$ cat src/rtl/hashvoodoo_stim_pkg.sv
// Shared types and constants for the hashvoodoo serial stimulus engine.
package hashvoodoo_stim_pkg;
    localparam int FRAME_BITS  = 10;
    localparam int NONCE_BYTES = 4;

    typedef enum logic [2:0] {
        TX_IDLE,
        TX_START,
        TX_DATA,
        TX_STOP,
        TX_GAP,
        TX_FINISH
    } tx_state_e;

    typedef enum logic [0:0] {
        RX_IDLE,
        RX_FRAME
    } rx_state_e;
endpackage

$ cat src/rtl/hashvoodoo_stim_uart_rx.sv
// Nonce receive monitor: rxd synchroniser, mid-bit frame sampler and LSB-first 32-bit assembler.
// nonce_valid and frame_err are single-cycle pulses with no ready: the consumer samples them that cycle.
module hashvoodoo_stim_uart_rx
    import hashvoodoo_stim_pkg::*;
#(
    parameter int BAUD_DIV        = 16,
    parameter int RX_TIMEOUT_BITS = 20
) (
    input  logic        clk,
    input  logic        reset_n,
    input  logic        rxd,
    output logic        nonce_valid,
    output logic [31:0] nonce,
    output logic        frame_err,
    output rx_state_e   dbg_rx_state
);
    localparam int BCW = $clog2(BAUD_DIV);
    localparam int TOW = $clog2(RX_TIMEOUT_BITS * BAUD_DIV + 1);
    localparam logic [BCW-1:0] HALF   = BCW'(BAUD_DIV / 2);
    localparam logic [BCW-1:0] LAST   = BCW'(BAUD_DIV - 1);
    localparam logic [TOW-1:0] TO_END = TOW'(RX_TIMEOUT_BITS * BAUD_DIV - 1);
    localparam logic [1:0]     WORD_LAST = 2'(NONCE_BYTES - 1);

    logic [2:0] sync_q, sync_d;
    logic       rx_s, rx_prev;

    rx_state_e      state_q;
    logic [BCW-1:0] cnt_q;
    logic [3:0]     bit_q;
    logic [7:0]     shift_q;
    logic [1:0]     byte_cnt_q;
    logic [23:0]    word_q;
    logic [TOW-1:0] idle_q;
    logic [31:0]    nonce_q;
    logic           nv_q, fe_q;

    // sync_q[1] is the synchronised line, sync_q[2] its previous value for edge detection.
    always_comb begin
        sync_d  = {sync_q[1:0], rxd};
        rx_s    = sync_q[1];
        rx_prev = sync_q[2];
    end

    always_ff @(posedge clk or negedge reset_n) begin
        if (!reset_n) sync_q <= 3'b111;
        else          sync_q <= sync_d;
    end

    always_ff @(posedge clk or negedge reset_n) begin
        if (!reset_n) begin
            state_q    <= RX_IDLE;
            cnt_q      <= '0;
            bit_q      <= '0;
            shift_q    <= '0;
            byte_cnt_q <= '0;
            word_q     <= '0;
            idle_q     <= '0;
            nonce_q    <= '0;
            nv_q       <= 1'b0;
            fe_q       <= 1'b0;
        end else begin
            nv_q <= 1'b0;
            fe_q <= 1'b0;
            case (state_q)
                RX_IDLE: begin
                    if (rx_prev && !rx_s) begin
                        state_q <= RX_FRAME;
                        cnt_q   <= BCW'(1);
                        bit_q   <= '0;
                        idle_q  <= '0;
                    end else if (byte_cnt_q != 2'd0) begin
                        // A stalled partial word is dropped so a later burst starts cleanly.
                        if (idle_q == TO_END) begin
                            byte_cnt_q <= '0;
                            idle_q     <= '0;
                        end else begin
                            idle_q <= idle_q + 1'b1;
                        end
                    end
                end
                RX_FRAME: begin
                    cnt_q <= (cnt_q == LAST) ? '0 : cnt_q + 1'b1;
                    if (cnt_q == LAST) bit_q <= bit_q + 4'd1;
                    if (cnt_q == HALF) begin
                        if (bit_q == 4'd0) begin
                            if (rx_s) state_q <= RX_IDLE;
                        end else if (bit_q < 4'd9) begin
                            shift_q <= {rx_s, shift_q[7:1]};
                        end else begin
                            state_q <= RX_IDLE;
                            idle_q  <= '0;
                            if (!rx_s) begin
                                fe_q       <= 1'b1;
                                byte_cnt_q <= '0;
                            end else if (byte_cnt_q == WORD_LAST) begin
                                nonce_q    <= {shift_q, word_q};
                                nv_q       <= 1'b1;
                                byte_cnt_q <= '0;
                            end else begin
                                word_q     <= {shift_q, word_q[23:8]};
                                byte_cnt_q <= byte_cnt_q + 2'd1;
                            end
                        end
                    end
                end
                default: state_q <= RX_IDLE;
            endcase
        end
    end

    assign nonce_valid  = nv_q;
    assign nonce        = nonce_q;
    assign frame_err    = fe_q;
    assign dbg_rx_state = state_q;
endmodule

$ cat src/rtl/hashvoodoo_uart_stim.sv
// Serial stimulus engine: repeats a buffered work packet on txd and, when HASHVOODOO_STIM_RX_MON_EN
// is defined, decodes golden-nonce words from rxd.
module hashvoodoo_uart_stim
    import hashvoodoo_stim_pkg::*;
#(
    parameter int BAUD_DIV        = 16,
    parameter int PKT_BYTES       = 44,
    parameter int GAP_BITS        = 8,
    parameter int RX_TIMEOUT_BITS = 20
) (
    input  logic                         clk,
    input  logic                         reset_n,
    input  logic                         wr_en,
    input  logic [$clog2(PKT_BYTES)-1:0] wr_addr,
    input  logic [7:0]                   wr_data,
    input  logic                         start,
    input  logic [7:0]                   repeat_cnt,
    output logic                         busy,
    output logic                         done,
    output logic                         txd,
    input  logic                         rxd,
    output logic                         nonce_valid,
    output logic [31:0]                  nonce,
    output logic                         frame_err,
    output tx_state_e                    dbg_tx_state
);
    localparam int AW  = $clog2(PKT_BYTES);
    localparam int BCW = $clog2(BAUD_DIV);
    localparam int GCW = $clog2(GAP_BITS + 1);
    localparam logic [BCW-1:0] BAUD_LAST = BCW'(BAUD_DIV - 1);
    localparam logic [AW-1:0]  BYTE_LAST = AW'(PKT_BYTES - 1);
    localparam logic [GCW-1:0] GAP_LAST  = GCW'(GAP_BITS - 1);

    tx_state_e      state_q;
    logic [BCW-1:0] bit_cnt_q, bit_cnt_d;
    logic [2:0]     data_bit_q;
    logic [GCW-1:0] gap_cnt_q;
    logic [AW-1:0]  byte_idx_q;
    logic [7:0]     pkt_left_q, shift_q, cur_byte;
    logic           txd_q, busy_q, done_q;
    logic           bit_end, wr_ok;
    logic [7:0]     mem_q [PKT_BYTES];

    always_comb begin
        bit_end   = (bit_cnt_q == BAUD_LAST);
        bit_cnt_d = bit_end ? '0 : bit_cnt_q + 1'b1;
        cur_byte  = mem_q[byte_idx_q];
        wr_ok     = wr_en && !busy_q && (int'(wr_addr) < PKT_BYTES);
    end

    // Buffer is deliberately outside the reset domain so contents survive a reset.
    always_ff @(posedge clk) begin
        if (wr_ok) mem_q[wr_addr] <= wr_data;
    end

    always_ff @(posedge clk or negedge reset_n) begin
        if (!reset_n) begin
            state_q    <= TX_IDLE;
            bit_cnt_q  <= '0;
            data_bit_q <= '0;
            gap_cnt_q  <= '0;
            byte_idx_q <= '0;
            pkt_left_q <= '0;
            shift_q    <= '0;
            txd_q      <= 1'b1;
            busy_q     <= 1'b0;
            done_q     <= 1'b0;
        end else begin
            case (state_q)
                TX_IDLE: begin
                    if (start) begin
                        pkt_left_q <= repeat_cnt;
                        byte_idx_q <= '0;
                        bit_cnt_q  <= '0;
                        busy_q     <= 1'b1;
                        if (repeat_cnt == 8'd0) begin
                            state_q <= TX_FINISH;
                        end else begin
                            state_q <= TX_START;
                            txd_q   <= 1'b0;
                        end
                    end
                end
                TX_START: begin
                    bit_cnt_q <= bit_cnt_d;
                    if (bit_end) begin
                        txd_q      <= cur_byte[0];
                        shift_q    <= {1'b0, cur_byte[7:1]};
                        data_bit_q <= '0;
                        state_q    <= TX_DATA;
                    end
                end
                TX_DATA: begin
                    bit_cnt_q <= bit_cnt_d;
                    if (bit_end) begin
                        if (data_bit_q == 3'd7) begin
                            txd_q   <= 1'b1;
                            state_q <= TX_STOP;
                        end else begin
                            txd_q      <= shift_q[0];
                            shift_q    <= {1'b0, shift_q[7:1]};
                            data_bit_q <= data_bit_q + 3'd1;
                        end
                    end
                end
                TX_STOP: begin
                    bit_cnt_q <= bit_cnt_d;
                    if (bit_end) begin
                        if (byte_idx_q != BYTE_LAST) begin
                            byte_idx_q <= byte_idx_q + 1'b1;
                            txd_q      <= 1'b0;
                            state_q    <= TX_START;
                        end else if (pkt_left_q > 8'd1) begin
                            pkt_left_q <= pkt_left_q - 8'd1;
                            byte_idx_q <= '0;
                            gap_cnt_q  <= '0;
                            state_q    <= TX_GAP;
                        end else begin
                            done_q  <= 1'b1;
                            busy_q  <= 1'b0;
                            state_q <= TX_FINISH;
                        end
                    end
                end
                TX_GAP: begin
                    bit_cnt_q <= bit_cnt_d;
                    if (bit_end) begin
                        if (gap_cnt_q == GAP_LAST) begin
                            txd_q   <= 1'b0;
                            state_q <= TX_START;
                        end else begin
                            gap_cnt_q <= gap_cnt_q + 1'b1;
                        end
                    end
                end
                TX_FINISH: begin
                    // Entered with done already high after a packet; an empty request raises it here.
                    if (done_q) begin
                        done_q  <= 1'b0;
                        state_q <= TX_IDLE;
                    end else begin
                        done_q <= 1'b1;
                        busy_q <= 1'b0;
                    end
                end
                default: state_q <= TX_IDLE;
            endcase
        end
    end

    assign busy         = busy_q;
    assign done         = done_q;
    assign txd          = txd_q;
    assign dbg_tx_state = state_q;

`ifdef HASHVOODOO_STIM_RX_MON_EN
    rx_state_e dbg_rx_state;

    hashvoodoo_stim_uart_rx #(
        .BAUD_DIV       (BAUD_DIV),
        .RX_TIMEOUT_BITS(RX_TIMEOUT_BITS)
    ) u_rx (
        .clk         (clk),
        .reset_n     (reset_n),
        .rxd         (rxd),
        .nonce_valid (nonce_valid),
        .nonce       (nonce),
        .frame_err   (frame_err),
        .dbg_rx_state(dbg_rx_state)
    );
`else
    localparam int unused_rx_timeout = RX_TIMEOUT_BITS;
    logic unused_rxd;

    assign unused_rxd  = rxd;
    assign nonce_valid = 1'b0;
    assign nonce       = 32'd0;
    assign frame_err   = 1'b0;
`endif
endmodule

$ cat config.mk
export PLATFORM = sky130hd
export DESIGN_NAME = hashvoodoo_uart_stim
export DESIGN_NICKNAME = d
export VERILOG_FILES = /design/src/rtl/hashvoodoo_stim_pkg.sv /design/src/rtl/hashvoodoo_stim_uart_rx.sv /design/src/rtl/hashvoodoo_uart_stim.sv
export SDC_FILE = /design/constraint.sdc
export NUM_CORES = 1
export LEC_CHECK = 0
export ABC_CLOCK_PERIOD_IN_PS = 3490
export BUFFER_PORTS_ARGS = -buffer_cell sky130_fd_sc_hd__buf_4
export CORE_ASPECT_RATIO = 1.2
export CORE_MARGIN = 5
export CORE_UTILIZATION = 59
export CTS_CLUSTER_DIAMETER = 100
export DETAILED_ROUTE_END_ITERATION = 8
export HOLD_SLACK_MARGIN = 0.05
export PLACE_DENSITY = 0.77
export SYNTH_ARGS = -nofsm -noshare
export SYNTH_HDL_FRONTEND = slang
export SYNTH_SLANG_ARGS = --single-unit
$ cat constraint.sdc
create_clock -name clk -period 3.49 [get_ports clk]
set_input_delay 1.047 -clock clk [delete_from_list [all_inputs] [get_ports clk]]
set_output_delay 1.047 -clock clk [all_outputs]
set_load 0.1 [all_outputs]
* Word-level counts from Yosys, hierarchy flattened
Memory sizes are Yosys's and may differ from the RTL's. Cells that the tools add are included.
Cells by class: add/subtract/negate cells 5, order comparisons 2, eq/ne operators 26, multiplexer cells 62, reduce and logical (&&, ||, !) cells 22
Operator list (count):
- $mux 8 | 7
- $mux 3 | 13
- $ne 2x2->1 const B | 16
- $pmux 8 s2 | 2
- $mux 4 | 7
- $mux 6 | 4
- $mux 1 | 21
- $pmux 3 s6 | 1
- $pmux 4 s2 | 2
- $pmux 6 s2 | 1
- $reduce_and 4->1 | 3
- $reduce_and 6->1 | 2
- $reduce_bool 2->1 | 5
- $eq 3x3->1 const B | 3
- $reduce_and 9->1 | 1
- $add 4x1->4 const B | 2
- $gt 8x1->1 const B | 1
- $logic_not 8->1 | 1
- $reduce_and 8->1 | 1
- $sub 8x1->8 const B | 1
- $add 6x1->6 const B | 1
- $eq 3x2->1 const B | 2
- $lt 6x6->1 const B | 1
- $ne 6x6->1 const B | 1
- other kinds (17) | 18
Word-level totals: bits in registers 39, memory bits (writable) 352, input bits 27, logic and storage cells 128, memories kept 1
Memories:
- mem_q | depth 44, bits a word 8, read ports 1, clocked after Yosys merged registers in 0, write ports 1, line hashvoodoo_uart_stim.sv:42 | logic [7:0] mem_q [PKT_BYTES];

* Logic depth before layout (Yosys ltp)
Gate-level depths: netlist (run 1).
depth in word-level cells 5, depth in mapped cells 10

* Worst setup path after synthesis (run 1)
No wires, ideal clock.
path kind reg2reg, from reg state_q[1], in the netlist dbg_tx_state[1], to reg pkt_left_q[5], library setup time 128 ps, arrival time 2456 ps, data required time 3362 ps, setup slack 906 ps, stages on the path, launching flop included 8, path buffers 2, path through dfrtp_1 -> buf_2 -> clkinv_1 -> nor3_1 -> clkbuf_1 -> o21ai_0 -> a21oi_1 -> a21oi_1
Between the ends: word-level cells in the longest chain between the ends 3, elaborated cells on any way between the ends 9, classes of those cells eq/ne (5); mux (1); reduce/logical (3)
RTL lines:
- start: declaration | line hashvoodoo_uart_stim.sv:34 | tx_state_e state_q;
- start signal: assignment | line hashvoodoo_uart_stim.sv:58 | state_q <= TX_IDLE;
- start signal: assignment | line hashvoodoo_uart_stim.sv:77 | state_q <= TX_FINISH;
- start signal: assignment | line hashvoodoo_uart_stim.sv:79 | state_q <= TX_START;
- $eq 3x2->1 / $logic_not 3->1 (equally long branches) | line hashvoodoo_uart_stim.sv:69 | case (state_q)
- $ne 2x2->1 (no source line) / $reduce_bool 2->1 (equally long branches)
- $reduce_and 5->1 (no source line)
- end signal: assignment | line hashvoodoo_uart_stim.sv:72 | pkt_left_q <= repeat_cnt;
- end signal: assignment | line hashvoodoo_uart_stim.sv:114 | pkt_left_q <= pkt_left_q - 8'd1;
- end: declaration | line hashvoodoo_uart_stim.sv:39 | logic [7:0] pkt_left_q, shift_q, cur_byte;
Several ways; a longest one is shown, not always the timed one. A chain may end at the register's enable or synchronous reset.

* Worst setup path in the final report (run 1)
from reg byte_idx_q[0], to reg txd_q, in the netlist txd
Between the ends: word-level cells in the longest chain between the ends 3, elaborated cells on any way between the ends 6, classes of those cells eq/ne (2); mux (2); reduce/logical (1); memory (1)
RTL lines:
- start: declaration | line hashvoodoo_uart_stim.sv:38 | logic [AW-1:0] byte_idx_q;
- start signal: assignment | line hashvoodoo_uart_stim.sv:110 | byte_idx_q <= byte_idx_q + 1'b1;
- $mem_v2 44x8 / $ne 6x6->1 (equally long branches)
- $mux 1 / $ne 2x2->1 (equally long branches)
- $pmux 1 s5 / $reduce_and 9->1 (equally long branches)
- end signal: assignment | line hashvoodoo_uart_stim.sv:87 | txd_q <= cur_byte[0];
- end signal: assignment | line hashvoodoo_uart_stim.sv:100 | txd_q <= shift_q[0];
- end: declaration | line hashvoodoo_uart_stim.sv:40 | logic txd_q, busy_q, done_q;
Several ways; a longest one is shown, not always the timed one. The select of a mux whose other input is x is not followed.

==> results of run 1 <==
## per-layer routing
| layer | vias to the layer above | track usage |
|---|---|---|
| li1 | 3893 | - |
| met1 | 4631 | 0.3048 |
| met2 | 399 | 0.4100 |
| met3 | 63 | 0.03610 |
| met4 | 0 | 0.06736 |
| met5 | - | 0 |
## critical path: cells and delay by family, from the launching register on
| family | cells | cell delay [ps] |
|---|---|---|
| AO/OA/AOI/OAI | 3 | 690 |
| flip-flops | 1 | 620 |
| multiplexers | 2 | 820 |
| AND/OR/NAND/NOR | 1 | 590 |
## logic make-up after synthesis
family | after synthesis | share of synthesized area
adders and majority gates | 7 | 0.005343
muxes | 124 | 0.1429
DFF | 390 | 0.7029
xor gates and xnor gates | 5 | 0.002671
other | 1 | 0.0002288
and+or+nand+nor | 190 | 0.05542
buffers and inverters | 97 | 0.03565
AOI/OAI and AO/OA | 141 | 0.05488
## cell type report
| cell class | instances | area [um^2] | share of cell area |
|---|---|---|---|
| sequential | 390 | 11530 | 0.6316 |
| multi-input combinational | 501 | 4409 | 0.2416 |
| clock buffer | 51 | 1010 | 0.05532 |
| timing repair buffer | 93 | 710.7 | 0.03893 |
| tap | 340 | 425.4 | 0.02331 |
| clock inverter | 16 | 120.1 | 0.006580 |
| inverter | 13 | 48.80 | 0.002673 |
## cells in the mapped netlist, types with 5 or more instances
library cell	n
a211oi_1	9
nor3_1	12
dfrtp_1	37
buf_2	14
nor2b_1	8
nand2_1	39
nand3_1	15
nand3b_1	9
nor2_1	80
a21oi_1	34
inv_1	12
mux4_2	63
xnor2_1	5
buf_4	36
mux2i_1	39
ha_1	7
edfxtp_1	352
mux4_1	19
clkbuf_1	22
o21ai_0	44
o22ai_1	9
buf_6	6
## report_power, final
part	switching [W]	internal (W)	leakage, nW	total [W]
Clock	0.00167	0.00211	0.543	0.00378
Combinational	0.000770	0.000279	1.80	0.00105
Sequential	0.000123	0.00520	3.65	0.00532
## state kept, by name, summed over array words and instances, names as in the netlist
signal        count
byte_idx_q        6
shift_q           7
txd               1
dbg_tx_state      3
bit_cnt_q         4
data_bit_q        3
pkt_left_q        8
busy              1
gap_cnt_q         4
done              1
mem_q           352
## how the worst max path moves through the flow
stage,from,end,slack (ps),depth (start not counted)
after CTS,byte_idx_q[0],shift_q[0],670,8
final,byte_idx_q[0],txd,680,6
after global routing,byte_idx_q[0],shift_q[0],500,8
after global placement,byte_idx_q[0],shift_q[0],740,8
after floorplan,dbg_tx_state[1],pkt_left_q[5],910,7
after detailed placement,byte_idx_q[0],shift_q[0],720,8
## through the flow
| stage | cells | cell area [um^2] |
|---|---|---|
| after global placement | 1337 | 17120 |
| after CTS | 1404 | 18250 |
| after floorplan | 988 | 16520 |
| final | 1404 | 18250 |
| after global routing | 1404 | 18250 |
| after detailed placement | 1337 | 17120 |
## cell usage in the layout, fill, tap and decap left out, types with 4 or more instances in the layout
cell	count
a31oi_1	4
a211oi_1	9
nor2b_1	8
mux2i_1	39
o22ai_1	9
nor4_1	4
conb_1	34
inv_1	12
o21ai_1	4
clkinv_1	8
xnor2_1	5
ha_1	7
nand2_1	39
edfxtp_1	352
nand3_1	15
nand3b_1	9
dfrtp_1	35
buf_4	92
nor2_1	80
nor3_1	12
o21ai_0	44
a21oi_1	34
mux4_2	63
clkbuf_16	38
clkbuf_1	12
mux4_1	19
==> flow_summary_export.csv, run 1 <==
group,metric,value,unit
route,drc,0,
clocking,htree_levels,2,
die,initial_utilization,0.6015,
hold_path,hold_depth,2,
sta,report.final.hold_viol_count,0,
sta,fin_crit,2813,ps
route,vias,8986,
sta,whs,468.6,ps
setup_path,cp_cell_sequence,"mux4_1 > a22o_1 > nor4b_1 > o21bai_1 > a31oi_1 > mux2i_1",
synthesis,async_flop_share,0.09744,
sta,final.setup_skew,22.60,ps
setup_path,worst-r2r-setup-slack,680,ps
route,drt_iter0_drc,1044,
job,cap_violations,0,
finish,synthToLayoutAreaGrowth,11.36,%
finish,diodes,0,
synthesis,synth_edf_count,352,
global_routing,grt_pass1_vias,9190,
synthesis,seq_area_frac_synth,0.7029,
synthesis,synth.area.top_cells,"edfxtp_1 64%, mux4_2 8.7%, dfrtp_1 5.6%",
synthesis,ys.flop_type,"edfxtp_1",
synthesis,avgSynthCellArea,17.16,um^2
sta,fmax,0.3555,GHz
route,wl_per_cell,25.29,um
clocking,cts_tree,"done",
sta,min_period_over_period,0.8060,
power,vdd_drop_max,0.4536,mV
synthesis,synth_largest_area_cell,"edfxtp_1",
route,dr_wl_met3,2413,um
clocking,ctsLongestPathBuffers,3,
route,highest_layer,"met4",
global_routing,antenna_found_initial,0,
die,dieArea,31230,um^2
synthesis,synth.distinct_cells,69,
outcome,status,"finished, final reports clean",
sta,slew_violations,0,
route,routed_wl,35500,um
synthesis,synth_top_area_share,0.6448,
clocking,post_cts_resized,0,
power,pwr_density_cell,556.2,nW/um^2
die,die-width,162.2,um
setup_path,worst-path-max-fanout,14,
sta,tns,0,ps
power,total_power,0.01015,W
route,vias_per_cell,6.400,
route,wl_met1,13400,um
global_routing,grt_util_all_layers,0.2328,
route,first_pass_iters,5,
sta,rsz0062_at_grt,"no",
setup_path,worstSetupPathType,"reg -> reg",
finish,drive_gt1_frac,0.2068,
die,fp.dieH,192.6,um
clocking,numClockSinks,390,
sta,fin_ws,677.1,ps
clocking,cts.clk_slew.worst_paths,60,ps
clocking,holdBufCountCts,0,
clocking,clk_latency,540,ps
finish,fill_cells,1751,
global_routing,grt_max_degree,45,
setup_path,r2r-end,"txd",
route,wl_met2,18770,um
synthesis,synth_seq_cells,390,
power,leakage,5.996,nW
setup_path,cp_slowest_cell,"mux4_1",
die,ios,67,
finish,nNetsFinal,1071,
clocking,post_cts_buffers,0,
route,ant_nets,0,
synthesis,syn_area,16390,um^2
sta,setup_viol,0,
synthesis,yosys_warnings,0,
setup_path,worstPathArrival,3250,ps
setup_path,rr_worst_depth,6,
hold_path,min_to,"txd",
finish,fin_util,0.6698,
place,pre_cts_slack,722.5,ps
sta,relSlewSlack,0.4632,
clocking,cts_buffers,38,
setup_path,cp.required,3930,ps
global_routing,grt_pass1_wl,54390,um
place,post-dp-hpwl,21980,um
die,core_region_area,27250,um^2
sta,worst_pin_slew,802.2,ps
synthesis,syn-instance-count,955,
global_routing,grt_overflow,0,
hold_path,worstHoldStart,"txd",
clocking,root_buffer,"clkbuf_16",
place,place_congestion,0.8141,
setup_path,r2r_start,"byte_idx_q[0]",
hold_path,hp-class,"reg -> reg",
die,rows,66,
setup_path,cp-end-kind,"register",
setup_path,critPathMaxStageDelay,700,ps
setup_path,critPathLaunchType,"register",
place,portBuffers,31,
Power figures use the tool's default switching activity.
==> run 2, diff against run 1 <==
Settings changed: ABC_AREA set to 1, ABC_CLOCK_PERIOD_IN_PS 3490 to 2700.
Clock period 3.49 ns to 2.7 ns, I/O delays scaled along.
==> flow_summary_export.csv, run 2 <==
group,metric,value,unit
outcome,status,"finished, final reports clean",
global_routing,antenna_found_initial,0,
setup_path,worst-r2r-setup-slack,460,ps
synthesis,muxShareOfSynthArea,0,
setup_path,cp.required,3110,ps
synthesis,synth_top_family_by_area,"simple AND/OR/NAND/NOR gates",
finish,mostFrequentLayoutCells,"352 x edfxtp_1, 342 x nand2_1, 250 x nor2_1, 188 x nand3_1, 120 x o21ai_0",
route,wl_per_cell,19.24,um
synthesis,synth.distinct_cells,47,
synthesis,yosysMostFrequentCell,"edfxtp_1",
die,rows,68,
sta,fmax,0.4466,GHz
finish,regArea,11530,um^2
finish,layout_commonest_cell,"edfxtp_1",
sta,slew_violations,0,
die,dieArea,32180,um^2
synthesis,async_flop_share,0.09744,
die,die-width,164.6,um
die,initial_utilization,0.5937,
sta,setup_viol,0,
finish,top_register,"mem_q",
finish,fill_cells,2040,
route,drt_iter0_drc,1329,
sta,rsz0062_at_grt,"no",
finish,largest_reg_flops,352,
synthesis,yosys_warnings,0,
finish,top_regs,"mem_q (352), pkt_left_q (8), shift_q (7)",
clocking,clk_latency,540,ps
clocking,post_cts_resized,0,
route,first_pass_iters,6,
synthesis,synthTopCellsByCount,"352 x edfxtp_1, 342 x nand2_1, 250 x nor2_1",
synthesis,seq_area_frac_synth,0.6809,
setup_path,cp-end-kind,"register",
finish,nNetsFinal,1665,
route,ant_nets,0,
synthesis,avgSynthCellArea,10.79,um^2
route,vias_per_cell,5.690,
route,drc,0,
clocking,cts.clk_slew.worst_paths,60,ps
hold_path,hp-class,"in -> async",
global_routing,grt_max_degree,97,
finish,instances_no_fill,2042,
finish,multiInputGateArea,4626,um^2
setup_path,worstPathArrival,2650,ps
finish,drive_gt1_frac,0.1056,
clocking,numClockSinks,390,
global_routing,grt_pass1_wl,60750,um
finish,diodes,0,
sta,relSlewSlack,0.5677,
synthesis,yosys.area_share.simple,0.2019,
synthesis,synth_largest_area_cell,"edfxtp_1",
synthesis,synth_xor_area_frac,0.001553,
global_routing,grt_overflow,0,
sta,fin_crit,2239,ps
sta,final.setup_skew,18.35,ps
power,total_power,0.01671,W
sta,worst_pin_slew,646.1,ps
setup_path,worst-path-max-fanout,91,
place,placed_cells,1976,
route,vias,11618,
setup_path,critPathLaunchType,"register",
die,core_region_area,28500,um^2
synthesis,syn_area,16920,um^2
job,cap_violations,0,
sta,tns,0,ps
clocking,holdBufCountCts,0,
synthesis,syn-instance-count,1568,
sta,min_period_over_period,0.8294,
global_routing,grt_pass1_vias,11210,
finish,synthToLayoutAreaGrowth,11.82,%
synthesis,synth_fa_ha_area_frac,0.005176,
synthesis,synth_compound_area_frac,0.05716,
synthesis,synth_edf_count,352,
clocking,root_buffer,"clkbuf_16",
synthesis,synth.area.top_cells,"edfxtp_1 62%, nand2_1 7.6%, nand3_1 5.6%",
route,routed_wl,39300,um
place,post-dp-hpwl,23790,um
synthesis,synth_top_area_share,0.6247,
clocking,cts_buffers,38,
setup_path,worstSetupPathType,"reg -> reg",
power,pwr_density_cell,883.2,nW/um^2
clocking,post_cts_buffers,0,
power,leakage,7.194,nW
global_routing,grt_util_all_layers,0.2455,
clocking,cts_tree,"done",
place,portBuffers,31,
sta,report.final.hold_viol_count,0,
power,vdd_drop_max,0.4762,mV
die,ios,67,
clocking,htree_levels,2,
place,place_congestion,0.9310,
synthesis,synth_seq_cells,390,
die,fp.dieH,195.5,um
synthesis,ys.flop_type,"edfxtp_1",
clocking,ctsLongestPathBuffers,3,
run 2: path summary, 6_finish.rpt:
check	from	to	depth (start not counted)
max	byte_idx_q[0]	shift_q[4]	10
min	reset_n	busy	1
max reg2reg	byte_idx_q[0]	shift_q[4]	10
min reg2reg	pkt_left_q[7]	pkt_left_q[7]	2
max in group asynchronous	reset_n	txd	1
min in group clk	start	busy	3
run 2: worst max-delay path: stages, from the launching register on:
cell	delay, ps
dfrtp_4	660
inv_4	110
buf_12	220
o21ai_0	300
nand3_1	140
nand3_1	180
nand2_1	130
nand3_1	130
nand2_1	60
nand2_1	70
nand2_1	50
run 2: layer usage:
layer / GRT usage / vias to the layer above / part of all wire
li1: - / 5460 / -
met5: 0 / - / 0
met2: 0.4217 / 551 / 0.51
met3: 0.03694 / 101 / 0.081
met1: 0.3154 / 5506 / 0.37
met4: 0.09307 / 0 / 0.039
run 2: cell type report:
class                   count  area share
flip-flops and latches    390      0.6092
multi-input cells        1034      0.2445
clock inverters            16    0.009655
repair buffers             97     0.04245
inverters                  70     0.01442
clock buffers              50     0.05429
well taps                 385     0.02546
run 2: power by group:
| part | internal (W) | total [W] | switching [W] |
|---|---|---|---|
| registers | 0.00675 | 0.00694 | 0.000183 |
| logic | 0.00123 | 0.00458 | 0.00335 |
| clock network | 0.00306 | 0.00520 | 0.00214 |
| total | 0.0110 | 0.0167 | 0.00567 |
run 2: logic make-up after synthesis:
logic type,Yosys count
compound gates,177
xor+xnor,3
fa+ha+maj,7
buf+inv,177
flops,390
other cells,1
simple gates,813
run 2: per-stage QoR:
stage | utilization | hold WS (ps) | cell area (um^2) | setup slack [ps]
2_1_floorplan | - | 441.9 | 17050 | 268.6
3_3_place_gp | 0.6214 | 455.0 | 17710 | 200.8
3_5_place_dp | 0.6214 | 467.4 | 17710 | 158.3
4_1_cts | 0.6638 | 236.2 | 18920 | 498.1
5_1_grt | 0.6638 | 272.3 | 18920 | 303.8
6_report | 0.6638 | 232.7 | 18920 | 460.6
==> run 3, diff against run 2 <==
Settings changed: ABC_CLOCK_PERIOD_IN_PS 2700 to 1900, CORE_UTILIZATION 59 to 56, PLACE_DENSITY 0.77 to 0.76.
Clock period 2.7 ns to 1.9 ns, I/O delays scaled along.
==> flow_summary_export.csv, run 3 (synthesis gave the netlist of run 2 again) <==
group,metric,value,unit
outcome,status,"finished, violations left",
outcome,violations,"setup timing",
clocking,htree_levels,2,
sta,report.final.hold_viol_count,0,
finish,nNetsFinal,1737,
power,total_power,0.02553,W
sta,fin_crit,1923,ps
sta,min_period_over_period,1.012,
power,combPwrFrac,0.325,
sta,relSlewSlack,0.5765,
place,portBuffers,31,
power,swShare,0.3462,
job,cap_violations,0,
route,wl_per_cell,20.92,um
power,leakage,7.768,nW
global_routing,grt_overflow,0,
sta,setup_viol,6,
finish,synthToLayoutAreaGrowth,19.78,%
place,post-dp-hpwl,27060,um
sta,fin_ws,-22.98,ps
finish,fin_util,0.6825,
sta,final.setup_skew,11.78,ps
clocking,cts_tree,"done",
clocking,ctsLongestPathBuffers,3,
power,net-switching-power,0.008838,W
power,power_frac_clock,0.292,
clocking,cts.clk_slew.worst_paths,60,ps
die,fp.dieH,200.4,um
die,initial_utilization,0.5698,
setup_path,worst-path-max-fanout,20,
finish,drive_gt1_frac,0.1913,
clocking,cts_buffers,39,
route,routed_wl,44350,um
route,drc,0,
sta,fmax,0.5200,GHz
global_routing,grt_max_degree,76,
sta,slew_violations,0,
global_routing,antenna_found_initial,0,
hold_path,hp-class,"in -> reg",
sta,rsz0062_at_grt,"yes",
setup_path,worstSetupPathType,"reg -> reg",
setup_path,worstPathArrival,2370,ps
finish,fill_cells,2099,
die,ios,67,
power,pwr_density_cell,1260,nW/um^2
global_routing,grt_pass1_wl,64960,um
power,seq_power_share,0.383,
clocking,clk_latency,520,ps
sta,worst_pin_slew,635.2,ps
die,die-width,168.7,um
place,place_congestion,0.9081,
finish,top_regs,"mem_q (352), pkt_left_q (8), shift_q (7)",
power,power.internal,0.01669,W
finish,diodes,0,
route,vias,12366,
route,first_pass_iters,6,
sta,tns,-74.07,ps
finish,instances_no_fill,2120,
setup_path,critPathLaunchType,"register",
finish,top_register,"mem_q",
power,vdd_drop_max,1.216,mV
place,placed_cells,2036,
route,drt_iter0_drc,1208,
route,vias_per_cell,5.833,
finish,mostFrequentLayoutCells,"352 x edfxtp_1, 331 x nand2_1, 204 x nor2_1, 179 x nand3_1, 122 x buf_4",
die,core_region_area,29700,um^2
setup_path,cp-end-kind,"register",
route,ant_nets,0,
setup_path,cp.required,2350,ps
die,dieArea,33810,um^2
die,rows,69,
finish,layout_commonest_cell,"edfxtp_1",
clocking,numClockSinks,390,
finish,largest_reg_flops,352,
global_routing,grt_util_all_layers,0.2467,
global_routing,grt_pass1_vias,11940,
clocking,root_buffer,"clkbuf_16",
==> run 3: cell count changes in the layout (fill, tap and decap cells not counted), sizes merged <==
cell | previous run | this run
buf | 97 | 160
clkbuf | 50 | 58
clkinv | 14 | 15
dlygate4sd3 | 0 | 1
==> run 3: layer usage <==
metal | GRT usage | part of all wire | wire length [um] | vias to the layer above
li1 | - | - | - | 5612
met1 | 0.3236 | 0.37 | 16390 | 5881
met2 | 0.4162 | 0.50 | 22140 | 727
met3 | 0.03604 | 0.088 | 3917 | 146
met4 | 0.09771 | 0.043 | 1907 | 0
met5 | 0 | 0 | 0 | -
==> run 3: final timing paths <==
kind,startpoint,to,slack [ps],depth (start not counted)
setup / recovery,byte_idx_q[0],txd,-20,13
hold / removal,start,busy,300,3
setup reg to reg,byte_idx_q[0],txd,-20,13
hold reg to reg,pkt_left_q[7],pkt_left_q[7],470,2
max in group asynchronous,reset_n,byte_idx_q[0],930,2
min in group asynchronous,reset_n,pkt_left_q[6],570,2
==> run 3: area by class of cell <==
cell class              count  area (um^2)  share of cell area
clock buffers              51         1031             0.05087
clock inverters            17        185.2            0.009136
inverters                  70        301.5             0.01488
multi-input cells        1034         4962              0.2448
flip-flops and latches    390        11530              0.5690
well taps                 390        488.0             0.02408
repair buffers            168         1768             0.08723
==> run 3: repair_timing <==
| action | 4_1_cts | 5_1_grt |
|---|---|---|
| endpoints found under the hold margin | 37 | 0 |
| setup buffers | 0 | 5 |
| hold buffers | 1 | 0 |
| gates resized for setup | 6 | 88 |
| cloned | 1 | 9 |
| pin swaps | 2 | 24 |
| setup endpoints to repair | 152 | 165 |
==> run 3: power by group through the flow <==
stage / logic [W] / registers (W) / clock network (W)
6_report: 0.00830 / 0.00979 / 0.00745
2_1_floorplan: 0.00452 / 0.0103 / 0
3_3_place_gp: 0.00688 / 0.00998 / 0
5_1_grt: 0.00891 / 0.00982 / 0.00787
4_1_cts: 0.00722 / 0.00983 / 0.00752
3_5_place_dp: 0.00705 / 0.0100 / 0
==> run 3: critical path, cell delays in order (launching register included) <==
cell and delay, ps:
dfrtp_4 480, buf_12 170, inv_16 140, buf_12 160
nand2_1 60, nand2_1 70, nand2_1 60, nand3_2 110
nand3_1 80, nand2_1 140, nand2_1 80, nand2_1 90
nand2_2 70, a21oi_2 120
==> run 3: per-stage QoR <==
| stage | hold slack (ps) | area [um^2] | setup WS [ps] |
|---|---|---|---|
| 6_report | 304.4 | 20270 | -22.98 |
| 3_3_place_gp | 456.0 | 18490 | -293.8 |
| 4_1_cts | 281.8 | 19760 | -2.903 |
| 3_5_place_dp | 461.9 | 18490 | -374.4 |
| 5_1_grt | 298.4 | 20270 | -101.2 |
| 2_1_floorplan | 274.4 | 17200 | -317.4 |
